<file path="config.mk">
export PLATFORM = sky130hd
export DESIGN_NAME = gated_pmt_counter_mc_flat
export DESIGN_NICKNAME = d
export VERILOG_FILES = /design/src/rtl/gated_pmt_counter_mc_pkg.sv /design/src/rtl/gated_pmt_counter_mc_if.sv /design/src/rtl/gated_pmt_counter_mc_pmt_edge_sync.sv /design/src/rtl/gated_pmt_counter_mc.sv /design/src/flat_wrapper.sv
export SDC_FILE = /design/constraint.sdc
export NUM_CORES = 1
export LEC_CHECK = 0
export CAP_MARGIN = 20
export CORE_ASPECT_RATIO = 0.75
export CORE_MARGIN = 3
export CORE_UTILIZATION = 55
export CTS_CLUSTER_SIZE = 12
export DETAILED_ROUTE_END_ITERATION = 10
export PLACE_DENSITY = 0.76
export SYNTH_ARGS = -nofsm -noshare
export SYNTH_HDL_FRONTEND = slang
export SYNTH_SLANG_ARGS = --single-unit
</file>
<file path="constraint.sdc">
create_clock -name clk -period 3.4 [get_ports clk]
set_input_delay 0.68 -clock clk [delete_from_list [all_inputs] [get_ports clk]]
set_output_delay 0.68 -clock clk [all_outputs]
set_load 0.03 [all_outputs]
</file>
<file path="src/rtl/gated_pmt_counter_mc_pkg.sv">
// Shared types and constants for the gated multi-channel PMT counter.
// The optional PMT_DEGLITCH_EN macro is consumed by gated_pmt_counter_mc.
package gated_pmt_counter_pkg;

  typedef enum logic [1:0] {
    IDLE  = 2'd0,
    ARMED = 2'd1,
    FLUSH = 2'd2
  } state_t;

  localparam int unsigned SYNC_STAGES = 2;

  // Counter limit for a SIZE-bit counting range.
  function automatic int unsigned lim(input int unsigned size);
    return (32'd1 << size) - 32'd1;
  endfunction

endpackage

</file>
<file path="src/rtl/gated_pmt_counter_mc_if.sv">
// Input pins and snapshot valid/ready bus of the gated PMT counter.
interface gated_pmt_counter_mc_if #(
  parameter int unsigned NCH   = 4,
  parameter int unsigned WIDTH = 8
);
  logic                 gate;
  logic [NCH-1:0]       pmt;
  logic                 sample_tick;
  logic                 snap_ready;
  logic                 snap_valid;
  logic [NCH*WIDTH-1:0] counter;
  logic                 snap_last;
  logic                 snap_ovr;
  logic                 intr;
  logic                 clear;

  modport master (
    input  gate, pmt, sample_tick, snap_ready,
    output snap_valid, counter, snap_last, snap_ovr, intr, clear
  );

  modport slave (
    output gate, pmt, sample_tick, snap_ready,
    input  snap_valid, counter, snap_last, snap_ovr, intr, clear
  );
endinterface

</file>
<file path="src/rtl/gated_pmt_counter_mc_pmt_edge_sync.sv">
// Two-stage synchroniser with registered rise/fall detection and an optional
// two-cycle-high qualification of rising edges.
module pmt_edge_sync
  import gated_pmt_counter_pkg::*;
#(
  parameter bit DEGLITCH = 1'b0,
  parameter bit RST_LVL  = 1'b0
) (
  input  logic clk,
  input  logic rst,
  input  logic pin,
  output logic rise,
  output logic fall
);

  logic [SYNC_STAGES-1:0] sync;
  logic                   lvl;
  logic                   lvl_d1;
  logic                   lvl_d2;

  assign lvl = sync[SYNC_STAGES-1];

  // RST_LVL=1 makes a level already high at reset release look old, not new.
  always_ff @(posedge clk or posedge rst) begin
    if (rst) begin
      sync   <= {SYNC_STAGES{RST_LVL}};
      lvl_d1 <= RST_LVL;
      lvl_d2 <= RST_LVL;
      rise   <= 1'b0;
      fall   <= 1'b0;
    end else begin
      sync   <= {sync[SYNC_STAGES-2:0], pin};
      lvl_d1 <= lvl;
      lvl_d2 <= lvl_d1;
      rise   <= DEGLITCH ? (lvl & lvl_d1 & ~lvl_d2) : (lvl & ~lvl_d1);
      fall   <= ~lvl & lvl_d1;
    end
  end

endmodule

</file>
<file path="src/rtl/gated_pmt_counter_mc.sv">
// Gated multi-channel photon counter with valid/ready snapshot output.
// Define PMT_DEGLITCH_EN to count only PMT pulses high for >= 2 cycles.
module gated_pmt_counter_mc
  import gated_pmt_counter_pkg::*;
#(
  parameter int unsigned NCH   = 4,
  parameter int unsigned WIDTH = 8,
  parameter int unsigned SIZE  = 8,
  parameter bit          SAT   = 1'b0
) (
  input logic                  clk,
  input logic                  rst,
  gated_pmt_counter_mc_if.master bus
);

`ifdef PMT_DEGLITCH_EN
  localparam bit DEGLITCH = 1'b1;
`else
  localparam bit DEGLITCH = 1'b0;
`endif

  localparam logic [WIDTH-1:0] LIM = WIDTH'(lim(SIZE));

  logic [NCH-1:0]       pmt_rise;
  logic [NCH-1:0]       pmt_fall_unused;
  logic                 gate_rise;
  logic                 gate_fall;
  logic                 tick_rise;
  logic                 tick_fall_unused;
  logic [WIDTH-1:0]     cnt [NCH];
  logic [NCH*WIDTH-1:0] cnt_flat;
  state_t               state;
  state_t               state_d;
  logic                 snap_req_c;
  logic                 snap_last_c;
  logic                 cnt_clear_c;
  logic                 cnt_en_c;
  logic                 can_load_c;

  for (genvar i = 0; i < NCH; i++) begin : g_pmt
    pmt_edge_sync #(.DEGLITCH(DEGLITCH), .RST_LVL(1'b0)) u_pmt (
      .clk (clk),
      .rst (rst),
      .pin (bus.pmt[i]),
      .rise(pmt_rise[i]),
      .fall(pmt_fall_unused[i])
    );
  end

  pmt_edge_sync #(.DEGLITCH(1'b0), .RST_LVL(1'b1)) u_gate (
    .clk (clk),
    .rst (rst),
    .pin (bus.gate),
    .rise(gate_rise),
    .fall(gate_fall)
  );

  pmt_edge_sync #(.DEGLITCH(1'b0), .RST_LVL(1'b0)) u_tick (
    .clk (clk),
    .rst (rst),
    .pin (bus.sample_tick),
    .rise(tick_rise),
    .fall(tick_fall_unused)
  );

  always_ff @(posedge clk or posedge rst) begin
    if (rst) state <= IDLE;
    else     state <= state_d;
  end

  // Gate close takes priority over a coincident tick: only the FLUSH snapshot is taken.
  always_comb begin
    state_d     = state;
    snap_req_c  = 1'b0;
    snap_last_c = 1'b0;
    cnt_clear_c = 1'b0;
    cnt_en_c    = 1'b0;
    unique case (state)
      IDLE: begin
        if (gate_rise) begin
          cnt_clear_c = 1'b1;
          state_d     = ARMED;
        end
      end
      ARMED: begin
        cnt_en_c = 1'b1;
        if (gate_fall)      state_d    = FLUSH;
        else if (tick_rise) snap_req_c = 1'b1;
      end
      FLUSH: begin
        snap_req_c  = 1'b1;
        snap_last_c = 1'b1;
        state_d     = IDLE;
      end
      default: state_d = IDLE;
    endcase
  end

  always_ff @(posedge clk or posedge rst) begin
    if (rst) begin
      for (int unsigned i = 0; i < NCH; i++) cnt[i] <= '0;
    end else begin
      for (int unsigned i = 0; i < NCH; i++) begin
        if (cnt_clear_c)
          cnt[i] <= '0;
        else if (cnt_en_c && pmt_rise[i])
          cnt[i] <= (cnt[i] == LIM) ? (SAT ? LIM : '0) : cnt[i] + WIDTH'(1);
      end
    end
  end

  always_comb begin
    cnt_flat = '0;
    for (int unsigned i = 0; i < NCH; i++) cnt_flat[i*WIDTH +: WIDTH] = cnt[i];
  end

  assign can_load_c = ~bus.snap_valid | bus.snap_ready;

  // Snapshot register: loads pre-increment counts, drops and flags when still pending.
  always_ff @(posedge clk or posedge rst) begin
    if (rst) begin
      bus.snap_valid <= 1'b0;
      bus.counter    <= '0;
      bus.snap_last  <= 1'b0;
      bus.snap_ovr   <= 1'b0;
      bus.intr       <= 1'b0;
      bus.clear      <= 1'b1;
    end else begin
      bus.snap_ovr <= snap_req_c & ~can_load_c;
      bus.intr     <= 1'b0;
      bus.clear    <= (state_d == IDLE);
      if (snap_req_c && can_load_c) begin
        bus.counter    <= cnt_flat;
        bus.snap_valid <= 1'b1;
        bus.snap_last  <= snap_last_c;
        bus.intr       <= ~bus.snap_valid;
      end else if (bus.snap_valid && bus.snap_ready) begin
        bus.snap_valid <= 1'b0;
      end
    end
  end

endmodule
</file>
<file path="src/flat_wrapper.sv">
// flat-port wrapper written by rule: the top's interface ports become plain ports
module gated_pmt_counter_mc_flat import gated_pmt_counter_pkg::*;
#(
  parameter int unsigned NCH   = 4,
  parameter int unsigned WIDTH = 8,
  parameter int unsigned SIZE  = 8,
  parameter bit          SAT   = 1'b0
)
  (clk, rst, bus_gate, bus_pmt, bus_sample_tick, bus_snap_ready, bus_snap_valid, bus_counter, bus_snap_last, bus_snap_ovr, bus_intr, bus_clear);
  gated_pmt_counter_mc_if #(.NCH(NCH), .WIDTH(WIDTH)) bus_i ();
  input logic clk;
  input logic rst;
  input wire logic [$bits(bus_i.gate)-1:0] bus_gate;
  input wire logic [$bits(bus_i.pmt)-1:0] bus_pmt;
  input wire logic [$bits(bus_i.sample_tick)-1:0] bus_sample_tick;
  input wire logic [$bits(bus_i.snap_ready)-1:0] bus_snap_ready;
  output wire logic [$bits(bus_i.snap_valid)-1:0] bus_snap_valid;
  output wire logic [$bits(bus_i.counter)-1:0] bus_counter;
  output wire logic [$bits(bus_i.snap_last)-1:0] bus_snap_last;
  output wire logic [$bits(bus_i.snap_ovr)-1:0] bus_snap_ovr;
  output wire logic [$bits(bus_i.intr)-1:0] bus_intr;
  output wire logic [$bits(bus_i.clear)-1:0] bus_clear;
  assign bus_i.gate = bus_gate;
  assign bus_i.pmt = bus_pmt;
  assign bus_i.sample_tick = bus_sample_tick;
  assign bus_i.snap_ready = bus_snap_ready;
  assign bus_snap_valid = bus_i.snap_valid;
  assign bus_counter = bus_i.counter;
  assign bus_snap_last = bus_i.snap_last;
  assign bus_snap_ovr = bus_i.snap_ovr;
  assign bus_intr = bus_i.intr;
  assign bus_clear = bus_i.clear;
  gated_pmt_counter_mc #(.NCH(NCH), .WIDTH(WIDTH), .SIZE(SIZE), .SAT(SAT)) u_core (.clk(clk), .rst(rst), .bus(bus_i));
endmodule
</file>
==> results of run 1 <==
[placed cells by master (no fill, tap or decap), drive strengths merged, types with 8 or more instances in the layout]
cell	Yosys	final
a21oi	24	24
nand3	20	20
mux2	32	32
nand4	8	8
nor2b	9	9
o31ai	8	8
dfrtp	92	92
or3	12	12
ha	9	9
clkdlybuf4s50	0	45
clkbuf	1	9
nand2	22	22
or4	8	8
inv	7	9
o21ai	13	13
[state kept, by name, indices dropped and copies added, names as in the netlist]
signal	cells
u_core.bus.clear	1
u_core.bus.counter	32
u_core.bus.intr	1
u_core.bus.snap_last	1
u_core.bus.snap_ovr	1
u_core.bus.snap_valid	1
u_core.cnt	32
u_core.g_pmt.u_pmt.lvl_d1	4
u_core.g_pmt.u_pmt.rise	4
u_core.g_pmt.u_pmt.sync	8
u_core.state	2
u_core.u_gate.fall	1
u_core.u_gate.lvl_d1	1
u_core.u_gate.rise	1
u_core.u_gate.sync	2
u_core.u_tick.lvl_d1	1
u_core.u_tick.rise	1
u_core.u_tick.sync	2
[critical path, stage by stage, from the launching register on]
cell                       delay, ns
sky130_fd_sc_hd__dfrtp_1        0.40
sky130_fd_sc_hd__inv_1          0.10
sky130_fd_sc_hd__ha_1           0.22
sky130_fd_sc_hd__and3b_1        0.21
sky130_fd_sc_hd__o211ai_2       0.63
sky130_fd_sc_hd__buf_4          0.40
sky130_fd_sc_hd__mux2_2         0.38
[through the flow]
stage                     power [mW]  instances
after floorplan                1.574        312
after global placement         1.684        433
after detailed placement       1.696        433
after CTS                      2.400        449
after global routing           2.500        449
final                          2.367        449
[worst min-delay path by stage]
| stage | slack (ns) | depth (start not counted) | from | end |
|---|---|---|---|---|
| after detailed placement | 0.34 | 0 | u_core.g_pmt[3].u_pmt.sync[0]$_DFF_PP0_ | u_core.g_pmt[3].u_pmt.sync[1]$_DFF_PP0_ |
| final | 0.36 | 0 | u_core.u_tick.sync[0]$_DFF_PP0_ | u_core.u_tick.sync[1]$_DFF_PP0_ |
| after floorplan | 0.33 | 0 | u_core.g_pmt[0].u_pmt.sync[0]$_DFF_PP0_ | u_core.g_pmt[0].u_pmt.sync[1]$_DFF_PP0_ |
| after global routing | 0.36 | 0 | u_core.g_pmt[3].u_pmt.sync[0]$_DFF_PP0_ | u_core.g_pmt[3].u_pmt.sync[1]$_DFF_PP0_ |
| after CTS | 0.36 | 0 | u_core.g_pmt[3].u_pmt.sync[0]$_DFF_PP0_ | u_core.g_pmt[3].u_pmt.sync[1]$_DFF_PP0_ |
| after global placement | 0.33 | 0 | u_core.g_pmt[1].u_pmt.sync[0]$_DFF_PP0_ | u_core.g_pmt[1].u_pmt.sync[1]$_DFF_PP0_ |
[area by class of cell]
| cell class | count | share of cell area |
|---|---|---|
| Timing Repair Buffer | 48 | 0.1049 |
| Clock inverter | 7 | 0.01407 |
| Tap cell | 81 | 0.02191 |
| Clock buffer | 9 | 0.02678 |
| Sequential cell | 96 | 0.5204 |
| Inverter | 7 | 0.005951 |
| Multi-Input combinational cell | 201 | 0.3059 |
[kinds of logic (layout without fill, tap and decap cells)]
family | Yosys count | count (layout) | share of synthesized area
mux | 32 | 32 | 0.09254
xor+xnor | 4 | 4 | 0.008997
simple gates | 93 | 93 | 0.1276
fa+ha+maj | 9 | 9 | 0.02892
flops | 96 | 96 | 0.6183
buf+inv | 15 | 71 | 0.01832
compound gates | 63 | 63 | 0.1054
[layer usage]
| layer | vias up | global-route usage |
|---|---|---|
| li1 | 1235 | - |
| met1 | 1326 | 0.2657 |
| met3 | 8 | 0.06409 |
| met5 | - | 0 |
| met4 | 0 | 0.06339 |
| met2 | 56 | 0.3047 |
[where the power goes]
group	leakage, nW	switching [mW]	internal (mW)	total (mW)
Combinational	0.660	0.245	0.154	0.399
Clock	0.0938	0.414	0.282	0.696
Sequential	1.28	0.0580	1.21	1.27
==> impl_results.md, run 1 <==
* Mapped Nets at 330
* Detailed-route wire length at 6.884 mm
* Die height at 78.87 um
* X dimension of the die at 103.2 um
* Pre-CTS setup slack at 0.8613 ns
* Number of synthesis warnings at 0
* Worst hold slack at 0.3573 ns
* Post-route standard cell area excluding fillers at 0.004626 mm2
* Starting density of the core at 0.5928
* Post-CTS Hold Buffers at 0
* Largest area contributor in the netlist: sky130_fd_sc_hd__dfrtp_1
* Util after Layout at 0.7042
* Share of the clock period used by the worst path after layout at 0.7195
* Via density at 5.846
* H-Tree Depth at 3
* Area after DPL at 0.004437 mm2
* Minimum setup slack in the final design at 0.9536 ns
* Dominant register cell in the synthesized netlist: sky130_fd_sc_hd__dfrtp_1
* Antenna cell count at 0
* Routed length on met3 at 281 um
* Setup total negative slack at 0 ns
* Most common library cells after synthesis: sky130_fd_sc_hd__dfrtp_1, sky130_fd_sc_hd__mux2_2, sky130_fd_sc_hd__a21oi_1
* Detailed Route Iter0 Violations at 112
* Remaining Overflow, GRT at 0
* Number of rows in the core area at 25
* Area of the die at 0.008135 mm2
* Combined area of the multi-input logic cells at 0.001415 mm2
* Antenna violations before repair at 0
* Outcome: completed
* Max Freq at 408.8 MHz
* Sum of net half-perimeters after detailed placement at 4.813 mm
* Total I/O pin count at 46
* Total core area at 0.006569 mm2
* Root buffer selected by CTS: sky130_fd_sc_hd__clkbuf_8
* Number of enable flip-flop cells after synthesis at 0
* First-pass GRT wire length at 12.39 mm
* Max Root-Sink Buffers at 2
* Required time at the endpoint of the critical path at 3.65 ns
* Terminus of the critical flop-to-flop path: u_core.bus.counter[25]$_DFFE_PP0P_
* Pin count of the biggest net entering global routing at 48
* Sinks on Clock Net at 96
* Met2 Routed Length at 3.265 mm
* Synth Instances at 312
* Routed vias at 2625
* Final setup vio count at 0
* Max Clock Skew at 0.009445 ns
* Worst R2R Path Depth at 6
* Clock edge transition at the registers on the reported setup and hold paths at 0.10 ns
* Number of nets still failing antenna checks after routing at 0
* Unrepaired setup endpoints after global routing: false
* Origin of the worst setup path: u_core.state[1]$_DFF_PP0_
* GRT Total Usage at 0.1973
* Fraction of layout cells with a size suffix above 1 at 0.1712
* Yosys reg bits at 96
* Hold violation count in the final report at 0
* Post CTS Setup Buffer Count at 0
* Number of buffers inserted during clock tree synthesis at 9
* Vias in the first global route at 2645
* Max-Cap Viols at 0
* Clk Latency, worst-skew pair at 0.37 ns
* PwrDens at 511.6 mW/mm2
* Nets at 381
* RR Startpoint: u_core.state[1]$_DFF_PP0_
* Top layer used by detailed routing: met4
* Clock tree from TritonCTS: done
* Synthesized area at 0.003894 mm2
* Post_cts resized at 0
* Setup CP Type: reg -> reg
* Final Max Slew Viols at 0
* Peak supply drop at 320.2 uV
* Mean area per synthesized cell at 12.48 um2
* Critical path startpoint category: register
* Async set or reset register ratio after synthesis at 1.000
* DR pass1 iterations at 4
* Number of DRC violations after detailed routing at 0
* Worst reg2reg setup slack at 0.95 ns
* Leakage power at 2.034 nW
* Gpl congestion at 0.8270
* Dominant cells by area after synthesis: sky130_fd_sc_hd__dfrtp_1, sky130_fd_sc_hd__mux2_2, sky130_fd_sc_hd__a21oi_1
* Arrival time of data at the critical path endpoint at 2.70 ns
* Wire length on met1 at 3.239 mm
* Critical Path Fanout Max at 20
* Worst setup endpoint: u_core.bus.counter[25]$_DFFE_PP0P_
* Count of fill cells added during filler insertion at 494
* Leading cell type by number of instances after synthesis: sky130_fd_sc_hd__dfrtp_1
* Worst hold path class: reg -> reg
* Max transition margin at 0.4617
* CP endpoint kind: register
* Share of the synthesized area in the top cell type at 0.5913
* Number of different library cells in the post-synthesis netlist at 32
* Average wire per standard cell at 15.33 um
* Growth of design area from synthesis to finish at 18.80%
* Fraction of the yosys area taken by sequential cells at 0.6183
* Shortest clock period the worst path allows after layout at 2.446 ns
* Register cell area after layout at 0.002407 mm2
* Actual transition at the worst max-transition pin at 0.8075 ns
* Port Buf Inserts at 45
(Power assumes the default switching activity.)
==> run 2, diff against run 1 <==
CORE_UTILIZATION = 50   (was 55)
PLACE_DENSITY = 0.72   (was 0.76)
clock period = 2.02 ns   (was 3.4 ns; I/O delays follow)
==> impl_results.md, run 2 (synthesis gave the netlist of run 1 again) <==
* Outcome: completed
* Routed vias at 2622
* Sum of net half-perimeters after detailed placement at 4.740 mm
* Share of the clock period used by the worst path after layout at 0.9619
* Nets at 388
* Detailed-route wire length at 6.942 mm
* Leakage power at 2.064 nW
* Worst hold path class: reg -> reg
* Antenna cell count at 0
* Antenna violations before repair at 0
* Most common library cell in the layout ignoring fill and taps: sky130_fd_sc_hd__dfrtp_1
* Critical path startpoint category: register
* Area of the die at 0.008894 mm2
* Growth of design area from synthesis to finish at 21.37%
* Max Clock Skew at 0.01194 ns
* Peak supply drop at 591.9 uV
* Number of nets still failing antenna checks after routing at 0
* Critical path's slowest cell: sky130_fd_sc_hd__clkdlybuf4s50_1
* Pin count of the biggest net entering global routing at 97
* Proportion of power drawn by combinational gates at 0.185
* CP endpoint kind: output pin
* Met3 GRT Util at 0.04817
* Max Freq at 514.6 MHz
* Detailed Route Iter0 Violations at 121
* DR pass1 iterations at 4
* Met1 usage at 0.2365
* Critical Path Fanout Max at 1
* Total internal power at 2.841 mW
* Switching portion of total power at 0.2901
* Post-CTS Hold Buffers at 0
* Switching power at 1.161 mW
* Setup total negative slack at 0 ns
* Setup CP Type: reg -> out
* Number of DRC violations after detailed routing at 0
* Number of buffers and inverters on the critical path at 1
* Series of cell instances along the critical path: clkdlybuf4s50_1
* Number of buffers inserted during clock tree synthesis at 9
* Required time at the endpoint of the critical path at 1.62 ns
* Die height at 82.43 um
* Average wire per standard cell at 14.58 um
* First-pass GRT wire length at 12.00 mm
* Clk network pwr share at 0.280
* Max transition margin at 0.6770
* Sequential power share at 0.535
* Final setup vio count at 0
* Number of rows in the core area at 27
* Registers with the most flip-flops: u_core.bus.counter (32), u_core.cnt (32), u_core.g_pmt.u_pmt.sync (8)
* Sinks on Clock Net at 96
* Fraction of layout cells with a size suffix above 1 at 0.1947
* PwrDens at 846.9 mW/mm2
* Worst hold slack at 0.3523 ns
* Shortest clock period the worst path allows after layout at 1.943 ns
* Vias in the first global route at 2624
* Remaining Overflow, GRT at 0
* GR Util met2 at 0.2699
* X dimension of the die at 107.9 um
* GRT Total Usage at 0.1723
* Unrepaired setup endpoints after global routing: false
* Total I/O pin count at 46
* Gpl congestion at 0.8005
* Starting density of the core at 0.5215
* H-Tree Depth at 3
* Port Buf Inserts at 45
* Hold violation count in the final report at 0
* Max Root-Sink Buffers at 2
* Worst stage delay on the critical path at 0.66 ns
* Arrival time of data at the critical path endpoint at 1.54 ns
* Via density at 5.508
* Actual transition at the worst max-transition pin at 0.4845 ns
* Family with the most delay on the worst path: buffers and inverters
* Clock edge transition at the registers on the reported setup and hold paths at 0.08 ns
* Clock tree from TritonCTS: done
* Final Max Slew Viols at 0
* Total core area at 0.007466 mm2
* Top Usage Layer GRT: met2
* Max-Cap Viols at 0
* Leading cell types in the layout, fill and taps excluded: sky130_fd_sc_hd__dfrtp_1, sky130_fd_sc_hd__clkdlybuf4s50_1, sky130_fd_sc_hd__mux2_2
* Clk Latency, worst-skew pair at 0.36 ns
* Root buffer selected by CTS: sky130_fd_sc_hd__clkbuf_8
==> run 2: changes by cell type in the layout (fill, tap and decap cells not counted), moves of 3 or more <==
| cell | before | now |
|---|---|---|
| sky130_fd_sc_hd__o31ai_2 | 0 | 4 |
| sky130_fd_sc_hd__buf_4 | 2 | 8 |
| sky130_fd_sc_hd__clkinv_4 | 3 | 0 |
| sky130_fd_sc_hd__o31ai_1 | 8 | 4 |
==> run 2: layout make-up <==
type,instances,area (um2)
clock inverters,4,28.78
flip-flops and latches,96,2407
inverters,7,30.03
clock buffers,12,145.1
repair buffers,55,550.5
multi-input cells,201,1438
well taps,101,126.4
fillers,588,2740
==> run 2: path summary, 6_finish.rpt <==
check / startpoint / end / slack, ns / cells past startpoint
worst max-delay path: u_core.bus.clear$_DFF_PP1_ / bus_clear / 0.08 / 1
worst min-delay path: u_core.u_tick.sync[0]$_DFF_PP0_ / u_core.u_tick.sync[1]$_DFF_PP0_ / 0.35 / 0
worst max register to register: u_core.state[1]$_DFF_PP0_ / u_core.bus.counter[6]$_DFFE_PP0P_ / 0.16 / 6
worst min register to register: u_core.u_tick.sync[0]$_DFF_PP0_ / u_core.u_tick.sync[1]$_DFF_PP0_ / 0.35 / 0
max in group asynchronous: rst / u_core.cnt[17]$_DFFE_PP0P_ / 1.12 / 3
min in group asynchronous: rst / u_core.g_pmt[2].u_pmt.sync[0]$_DFF_PP0_ / 0.52 / 3
==> run 2: power by group through the flow <==
stage          Clock, mW  Combinational, mW  Sequential, mW
3_5_place_dp           0              0.736            2.18
6_report            1.12              0.742            2.14
5_1_grt             1.23              0.826            2.16
4_1_cts             1.15              0.738            2.14
3_3_place_gp           0              0.718            2.17
2_1_floorplan          0              0.411            2.24
==> run 2: timing repair <==
| item | in CTS | in global routing |
|---|---|---|
| buffers inserted | 0 | 0 |
| setup endpoints to repair | 0 | 13 |
| resized for setup | 0 | 5 |
==> run 2: per-stage QoR <==
| step | util | total power [mW] | area [um2] | std cells | setup slack (ns) |
|---|---|---|---|---|---|
| CTS | 0.6300 | 4.030 | 4703 | 476 | 0.04986 |
| floorplan | - | 2.649 | 3897 | 312 | 0.2474 |
| global route | 0.6330 | 4.212 | 4726 | 476 | 0.03844 |
| detailed placement | 0.6067 | 2.912 | 4529 | 460 | 0.1428 |
| finish | 0.6330 | 4.002 | 4726 | 476 | 0.07690 |
| global placement | 0.6067 | 2.889 | 4529 | 460 | 0.1706 |
==> run 2: per-layer routing <==
| metal | routed length (um) | vias to the layer above | part of all wire |
|---|---|---|---|
| met1 | 3358 | 1296 | 0.48 |
| met3 | 307 | 8 | 0.044 |
| li1 | - | 1259 | - |
| met4 | 76 | 0 | 0.011 |
| met5 | 0 | - | 0 |
| met2 | 3200 | 59 | 0.46 |
